--- src/rtl/crossbar_2x2_arbiter_if.sv ---
// Port bundle for the 2x2 crossbar arbiter front end.
// CROSSBAR_ARB_STATS_EN adds the conflict_cnt signal.
interface crossbar_2x2_arbiter_if #(
  parameter int WIDTH = 4
);
  logic             in1_valid;
  logic             in2_valid;
  logic [WIDTH-1:0] in1_data;
  logic [WIDTH-1:0] in2_data;
  logic             in1_dest;
  logic             in2_dest;
  logic             in1_ready;
  logic             in2_ready;
  logic             out1_valid;
  logic             out2_valid;
  logic [WIDTH-1:0] out1_data;
  logic [WIDTH-1:0] out2_data;
  logic             out1_ready;
  logic             out2_ready;
  logic             control;
`ifdef CROSSBAR_ARB_STATS_EN
  logic [7:0]       conflict_cnt;

  modport slave (
    input  in1_valid, in2_valid,
    input  in1_data, in2_data,
    input  in1_dest, in2_dest,
    output in1_ready, in2_ready,
    output out1_valid, out2_valid,
    output out1_data, out2_data,
    input  out1_ready, out2_ready,
    output control,
    output conflict_cnt
  );

  modport master (
    output in1_valid, in2_valid,
    output in1_data, in2_data,
    output in1_dest, in2_dest,
    input  in1_ready, in2_ready,
    input  out1_valid, out2_valid,
    input  out1_data, out2_data,
    output out1_ready, out2_ready,
    input  control,
    input  conflict_cnt
  );
`else
  modport slave (
    input  in1_valid, in2_valid,
    input  in1_data, in2_data,
    input  in1_dest, in2_dest,
    output in1_ready, in2_ready,
    output out1_valid, out2_valid,
    output out1_data, out2_data,
    input  out1_ready, out2_ready,
    output control
  );

  modport master (
    output in1_valid, in2_valid,
    output in1_data, in2_data,
    output in1_dest, in2_dest,
    input  in1_ready, in2_ready,
    input  out1_valid, out2_valid,
    input  out1_data, out2_data,
    output out1_ready, out2_ready,
    input  control
  );
`endif
endinterface

--- src/rtl/crossbar_2x2_arbiter.sv ---
// Registered round-robin front end for the 2x2 crossbar.
// CROSSBAR_ARB_STATS_EN adds a saturating contention counter.
module crossbar_2x2_arbiter #(
  parameter int WIDTH = 4
) (
  input logic                   clk,
  input logic                   rst,
  crossbar_2x2_arbiter_if.slave bus
);

  typedef enum logic {
    PRI_IN1,
    PRI_IN2
  } ptr_e;

  ptr_e             state_q;
  ptr_e             state_d;
  logic             free1;
  logic             free2;
  logic             tfree1;
  logic             tfree2;
  logic             contend;
  logic             grant1;
  logic             grant2;
  logic             load1;
  logic             load2;
  logic [WIDTH-1:0] data1_d;
  logic [WIDTH-1:0] data2_d;
  logic             ctl_d;
  logic             ctl_q;
  logic             o1_v_q;
  logic             o2_v_q;
  logic [WIDTH-1:0] o1_d_q;
  logic [WIDTH-1:0] o2_d_q;

  // Grant resolution and next pointer state
  always_comb begin
    state_d = state_q;
    grant1  = 1'b0;
    grant2  = 1'b0;
    free1   = !o1_v_q || bus.out1_ready;
    free2   = !o2_v_q || bus.out2_ready;
    tfree1  = bus.in1_dest ? free2 : free1;
    tfree2  = bus.in2_dest ? free2 : free1;
    contend = !rst && bus.in1_valid
            && bus.in2_valid
            && (bus.in1_dest == bus.in2_dest)
            && tfree1;
    if (!rst) begin
      grant1 = bus.in1_valid && tfree1
             && (!contend || state_q == PRI_IN1);
      grant2 = bus.in2_valid && tfree2
             && (!contend || state_q == PRI_IN2);
    end
    if (contend) begin
      state_d = (state_q == PRI_IN1) ? PRI_IN2 : PRI_IN1;
    end
  end

  // Per-output load select and next crossbar setting
  always_comb begin
    load1   = (grant1 && !bus.in1_dest)
            || (grant2 && !bus.in2_dest);
    load2   = (grant1 && bus.in1_dest)
            || (grant2 && bus.in2_dest);
    data1_d = (grant1 && !bus.in1_dest)
            ? bus.in1_data : bus.in2_data;
    data2_d = (grant1 && bus.in1_dest)
            ? bus.in1_data : bus.in2_data;
    ctl_d   = ctl_q;
    priority case (1'b1)
      grant1:  ctl_d = bus.in1_dest;
      grant2:  ctl_d = ~bus.in2_dest;
      default: ctl_d = ctl_q;
    endcase
  end

  // Pointer state register
  always_ff @(posedge clk) begin
    if (rst) state_q <= PRI_IN1;
    else     state_q <= state_d;
  end

  // Output holding registers and control
  always_ff @(posedge clk) begin
    if (rst) begin
      o1_v_q <= 1'b0;
      o2_v_q <= 1'b0;
      o1_d_q <= '0;
      o2_d_q <= '0;
      ctl_q  <= 1'b0;
    end else begin
      ctl_q <= ctl_d;
      if (load1) begin
        o1_v_q <= 1'b1;
        o1_d_q <= data1_d;
      end else if (bus.out1_ready) begin
        o1_v_q <= 1'b0;
      end
      if (load2) begin
        o2_v_q <= 1'b1;
        o2_d_q <= data2_d;
      end else if (bus.out2_ready) begin
        o2_v_q <= 1'b0;
      end
    end
  end

`ifdef CROSSBAR_ARB_STATS_EN
  logic [7:0] cnt_q;

  // Saturating count of contention cycles
  always_ff @(posedge clk) begin
    if (rst)
      cnt_q <= 8'd0;
    else if (contend && cnt_q != 8'hFF)
      cnt_q <= cnt_q + 8'd1;
  end

  assign bus.conflict_cnt = cnt_q;
`endif

  assign bus.in1_ready  = grant1;
  assign bus.in2_ready  = grant2;
  assign bus.out1_valid = o1_v_q;
  assign bus.out2_valid = o2_v_q;
  assign bus.out1_data  = o1_d_q;
  assign bus.out2_data  = o2_d_q;
  assign bus.control    = ctl_q;

endmodule

--- src/flat_wrapper.sv ---
// flat-port wrapper written by rule: the top's interface ports become plain ports
module crossbar_2x2_arbiter_flat 
#(
  parameter int WIDTH = 4
)
  (clk, rst, bus_in1_valid, bus_in2_valid, bus_in1_data, bus_in2_data, bus_in1_dest, bus_in2_dest, bus_in1_ready, bus_in2_ready, bus_out1_valid, bus_out2_valid, bus_out1_data, bus_out2_data, bus_out1_ready, bus_out2_ready, bus_control);
  crossbar_2x2_arbiter_if #(.WIDTH(WIDTH)) bus_i ();
  input logic clk;
  input logic rst;
  input wire logic [$bits(bus_i.in1_valid)-1:0] bus_in1_valid;
  input wire logic [$bits(bus_i.in2_valid)-1:0] bus_in2_valid;
  input wire logic [$bits(bus_i.in1_data)-1:0] bus_in1_data;
  input wire logic [$bits(bus_i.in2_data)-1:0] bus_in2_data;
  input wire logic [$bits(bus_i.in1_dest)-1:0] bus_in1_dest;
  input wire logic [$bits(bus_i.in2_dest)-1:0] bus_in2_dest;
  output wire logic [$bits(bus_i.in1_ready)-1:0] bus_in1_ready;
  output wire logic [$bits(bus_i.in2_ready)-1:0] bus_in2_ready;
  output wire logic [$bits(bus_i.out1_valid)-1:0] bus_out1_valid;
  output wire logic [$bits(bus_i.out2_valid)-1:0] bus_out2_valid;
  output wire logic [$bits(bus_i.out1_data)-1:0] bus_out1_data;
  output wire logic [$bits(bus_i.out2_data)-1:0] bus_out2_data;
  input wire logic [$bits(bus_i.out1_ready)-1:0] bus_out1_ready;
  input wire logic [$bits(bus_i.out2_ready)-1:0] bus_out2_ready;
  output wire logic [$bits(bus_i.control)-1:0] bus_control;
  assign bus_i.in1_valid = bus_in1_valid;
  assign bus_i.in2_valid = bus_in2_valid;
  assign bus_i.in1_data = bus_in1_data;
  assign bus_i.in2_data = bus_in2_data;
  assign bus_i.in1_dest = bus_in1_dest;
  assign bus_i.in2_dest = bus_in2_dest;
  assign bus_in1_ready = bus_i.in1_ready;
  assign bus_in2_ready = bus_i.in2_ready;
  assign bus_out1_valid = bus_i.out1_valid;
  assign bus_out2_valid = bus_i.out2_valid;
  assign bus_out1_data = bus_i.out1_data;
  assign bus_out2_data = bus_i.out2_data;
  assign bus_i.out1_ready = bus_out1_ready;
  assign bus_i.out2_ready = bus_out2_ready;
  assign bus_control = bus_i.control;
  crossbar_2x2_arbiter #(.WIDTH(WIDTH)) u_core (.clk(clk), .rst(rst), .bus(bus_i));
endmodule
--- config.mk ---
export PLATFORM = sky130hd
export DESIGN_NAME = crossbar_2x2_arbiter_flat
export DESIGN_NICKNAME = d
export VERILOG_FILES = /design/src/rtl/crossbar_2x2_arbiter_if.sv /design/src/rtl/crossbar_2x2_arbiter.sv /design/src/flat_wrapper.sv
export SDC_FILE = /design/constraint.sdc
export NUM_CORES = 1
export LEC_CHECK = 0
export ABC_CLOCK_PERIOD_IN_PS = 3100
export CAP_MARGIN = 20
export CORE_MARGIN = 2
export CORE_UTILIZATION = 30
export CTS_CLUSTER_SIZE = 40
export DETAILED_ROUTE_END_ITERATION = 12
export GPL_TIMING_DRIVEN = 0
export PLACE_DENSITY = 0.73
export SLEW_MARGIN = 20
export SYNTH_ARGS = -nofsm -noshare
export SYNTH_HDL_FRONTEND = slang
export SYNTH_SLANG_ARGS = --single-unit
--- constraint.sdc ---
create_clock -name clk -period 3.1 [get_ports clk]
set_input_delay 0.62 -clock clk [delete_from_list [all_inputs] [get_ports clk]]
set_output_delay 0.62 -clock clk [all_outputs]
set_load 0.02 [all_outputs]
==> parameters.txt <==
Parameter                              Value

Synthesis
  Cell area after synthesis ... roughly 640 um2
  Distinct cell type count after synthesis ... 24
  Number of warnings reported in the yosys synthesis log ... 0
  Gate count after technology mapping ... 72
  Synthesized area per cell ... 8.95 um2
  Nets in the synthesized netlist ... 88
  Share of synthesized area occupied by flip-flops and latches ... 37.3%
  Flip-flop and latch count after synthesis ... 12

Pwr
  Final total power ... between 0.4 and 0.5 mW
  Power density over the cells ... about 410 nW/um2
  Share of total power in combinational logic ... about a quarter
  Net switching component of the power ... 0.111 mW
  Part of the total power dissipated in sequential elements ... between 40% and 50%
  Clock network fraction of design power ... 32.0%
  Leakage power figure ... between 0.3 and 0.4 nW
  Switching portion of total power ... ~28%
  Cell-internal power ... between 0.2 and 0.3 mW
  VDD IR-drop max ... around 0.23 mV

Floorplan
  Area enclosed by the die boundary ... ~2500 um2
  Std-Cell Core Area ... about 2000 um2
  Height of the chip ... 50.3 um
  Horizontal extent of the die ... 50.3 um
  # IOs ... 29
  Number of rows created at floorplan ... 16
  Effective utilization at floorplan ... 32.2%

Finish
  N_diodes ... 0
  Area growth, synth to finish ... 52.8%
  Final cell area excluding filler cells ... about 980 um2
  Leading cell types in the layout, fill and taps excluded ... 27 x sky130_fd_sc_hd__clkdlybuf4s50_1, 12 x sky130_fd_sc_hd__dfxtp_1, 9 x sky130_fd_sc_hd__mux2i_1, 9 x sky130_fd_sc_hd__nor2_1, 8 x sky130_fd_sc_hd__a211oi_1
  Layout net count ... 120
  Filler Cells Inserted ... 203
  Most common cell after layout, fill and taps aside ... sky130_fd_sc_hd__clkdlybuf4s50_1
  Fraction of final layout cells with drive strength greater than 1 ... 5.83%
  Core Util, Final ... between 40% and 50%
  Finished Layout Cells ... 130

STA
  Worst-case headroom to the max-slew limit ... a little over half
  Total of endpoints with negative setup slack in the final report ... 0
  Number of slew-limit violations in the final report ... 0
  Tmin final ... around 3 ns
  Hold Violations, Final ... 0
  Setup repair after global routing missed its margin ... no
  Maximum operating frequency ... between 300 and 400 MHz
  Slew at the pin with the worst max-slew slack ... about 0.70 ns
  Worst setup skew after layout ... 0.00465 ns
  Summed negative setup slack over all endpoints ... 0 ns
  Worst hold slack ... between 0.5 and 0.6 ns
  Period utilization ... a little over nine tenths
  Worst setup slack after layout ... a little under 0.09 ns

Place
  Post-Place Cells ... ~130
  Worst-case setup slack after placement ... ~0.12 ns
  HPWL reported at the end of detailed placement ... 1250 um
  Final weighted congestion in routability-driven placement ... approximately 0.84
  Total placed instance area ... approximately 950 um2
  Number of I/O port buffers ... 27

Worst setup path
  Category of the worst setup path capture point ... output port
  Dominant cell type by count on the critical path ... sky130_fd_sc_hd__clkdlybuf4s50_1
  Critical path's slowest cell ... sky130_fd_sc_hd__clkdlybuf4s50_1
  Worst path cell trace ... clkdlybuf4s50_1, xor2_1, nor2_1, nor3_1, clkdlybuf4s50_1
  Max FO, Critical Path ... 5
  Capture point of the worst reg-to-reg path ... u_core.bus.out1_data[3]
  Worst flop-to-flop path startpoint ... u_core.state_q
  Critical Setup Path Class ... in2out
  Register-to-Register Setup Slack ... ~1.6 ns
  Path depth of the worst reg2reg path ... 4
  Crit path launch type ... primary input
  Required time at the endpoint of the critical path ... approximately 2.5 ns
  Arrival time at the worst endpoint ... approximately 2.4 ns
  Delay of the slowest critical-path stage ... between 0.6 and 0.7 ns

Clock network
  Gates resized, CTS repair ... 0
  Number of levels the H-tree was split into ... 1
  Clock slew at reported path FFs ... 0.08 ns
  Clk root buf ... sky130_fd_sc_hd__clkbuf_4
  Latest clock arrival within the worst-skew pair ... approximately 0.28 ns
  Post-cts hold buffer count ... 0
  Buffers inserted by post-CTS timing repair ... 0
  Clock net sink count ... 12
  Bufs on Longest Clock Path ... 2
  CTS buffer count ... 3
  Clock tree from TritonCTS ... built

Routing
  Mean number of vias per cell ... slightly above 5
  Count of nets left with antenna violations after detail routing ... 0
  Wire length reported by the detailed router ... around 1700 um
  Routed length per placed instance ... between 10 and 15 um
  DR vias ... between 600 and 700
  DRC marker count from the first detailed-route iteration ... 13
  First-pass iteration count of the detailed router ... 4
  Final routed DRC violation total ... 0

GRT
  GRT overflow ... 0
  First-pass GRT wire length ... 2700 um
  Gr usage total ... between 10% and 20%
  Via count of the first global-routing pass ... 626
  Antenna violations before repair ... 0
  Pin count of the biggest net entering global routing ... 11

Job
  MaxCap Viol Count ... 0

Worst hold path
  Min-delay worst type ... reg2reg
  Min-Delay Path Depth ... 2
  Min-delay src ... u_core.state_q
  Worst Hold Path EP ... u_core.state_q

Status
  Run status ... finished clean
worst max-delay path by stage:
stage             startpoint       endpoint  slack (ns)
6_report        bus_in1_dest  bus_in1_ready        0.09
3_3_place_gp    bus_in1_dest  bus_in1_ready        0.15
2_1_floorplan   bus_in2_dest  bus_in1_ready         1.0
3_5_place_dp    bus_in1_dest  bus_in1_ready        0.12
4_1_cts         bus_in1_dest  bus_in1_ready        0.11
5_1_grt        bus_in1_valid  bus_in2_ready        0.02
layer usage:
layer | GRT usage (%) | wire length [um] | part of all wire (%)
met1 | 16.6 | 754 | 45
met2 | 23.0 | 781 | 47
met3 | 3.57 | 104 | 6.2
met4 | 6.76 | 34 | 2.0
met5 | 0 | 0 | 0
flip-flops by register name (all words and copies together), names as in the netlist:
signal	flops
u_core.bus.out2_data	4
u_core.bus.out2_valid	1
u_core.bus.control	1
u_core.bus.out1_data	4
u_core.bus.out1_valid	1
u_core.state_q	1
cell type report:
cell class              count  area (um2)  area share, %
plain buffers               3        26.3           2.67
repair buffers             27         270           27.4
clock buffers               4        36.3           3.68
well taps                  27        33.8           3.43
flip-flops and latches     12         240           24.4
inverters                   2        7.51          0.762
multi-input cells          55         370           37.6
cell families after synthesis:
group | synth area share [%]
multiplexers | 14.0
flip-flops | 37.3
XOR/XNOR | 1.36
AO/OA/AOI/OAI | 18.8
AND/OR/NAND/NOR | 23.3
buffers and inverters | 5.24
power by group through the flow:
stage	clock network [mW]	logic (mW)	registers, mW
after detailed placement	0	0.102	0.174
after global routing	0.135	0.110	0.172
after global placement	0	0.100	0.174
after CTS	0.129	0.102	0.171
final	0.128	0.102	0.171
after floorplan	0	0.0385	0.186
cells in the mapped netlist, drive strengths merged:
cell | count | area, um2
dfxtp | 12 | 240
mux2i | 9 | 90.1
nor2 | 9 | 33.8
a211oi | 8 | 60.1
nor2b | 4 | 25.0
a31oi | 3 | 18.8
nand2b | 3 | 18.8
a21oi | 2 | 10.0
buf | 2 | 22.5
inv | 2 | 7.51
nand2 | 2 | 7.51
nand4 | 2 | 12.5
nor3 | 2 | 10.0
o31ai | 2 | 15.0
clkbuf | 1 | 3.75
nand3 | 1 | 5.00
nand3b | 1 | 7.51
nor3b | 1 | 7.51
o2111ai | 1 | 8.76
o311ai | 1 | 8.76
or3 | 1 | 6.26
or3b | 1 | 8.76
or4 | 1 | 7.51
xor2 | 1 | 8.76
worst max-delay path: cells and delay by family:
family | cells | cell delay, ns
and+or+nand+nor | 2 | 0.32
xor gates and xnor gates | 1 | 0.25
buffers and inverters | 2 | 1.20
Power figures use the tool's default switching activity.
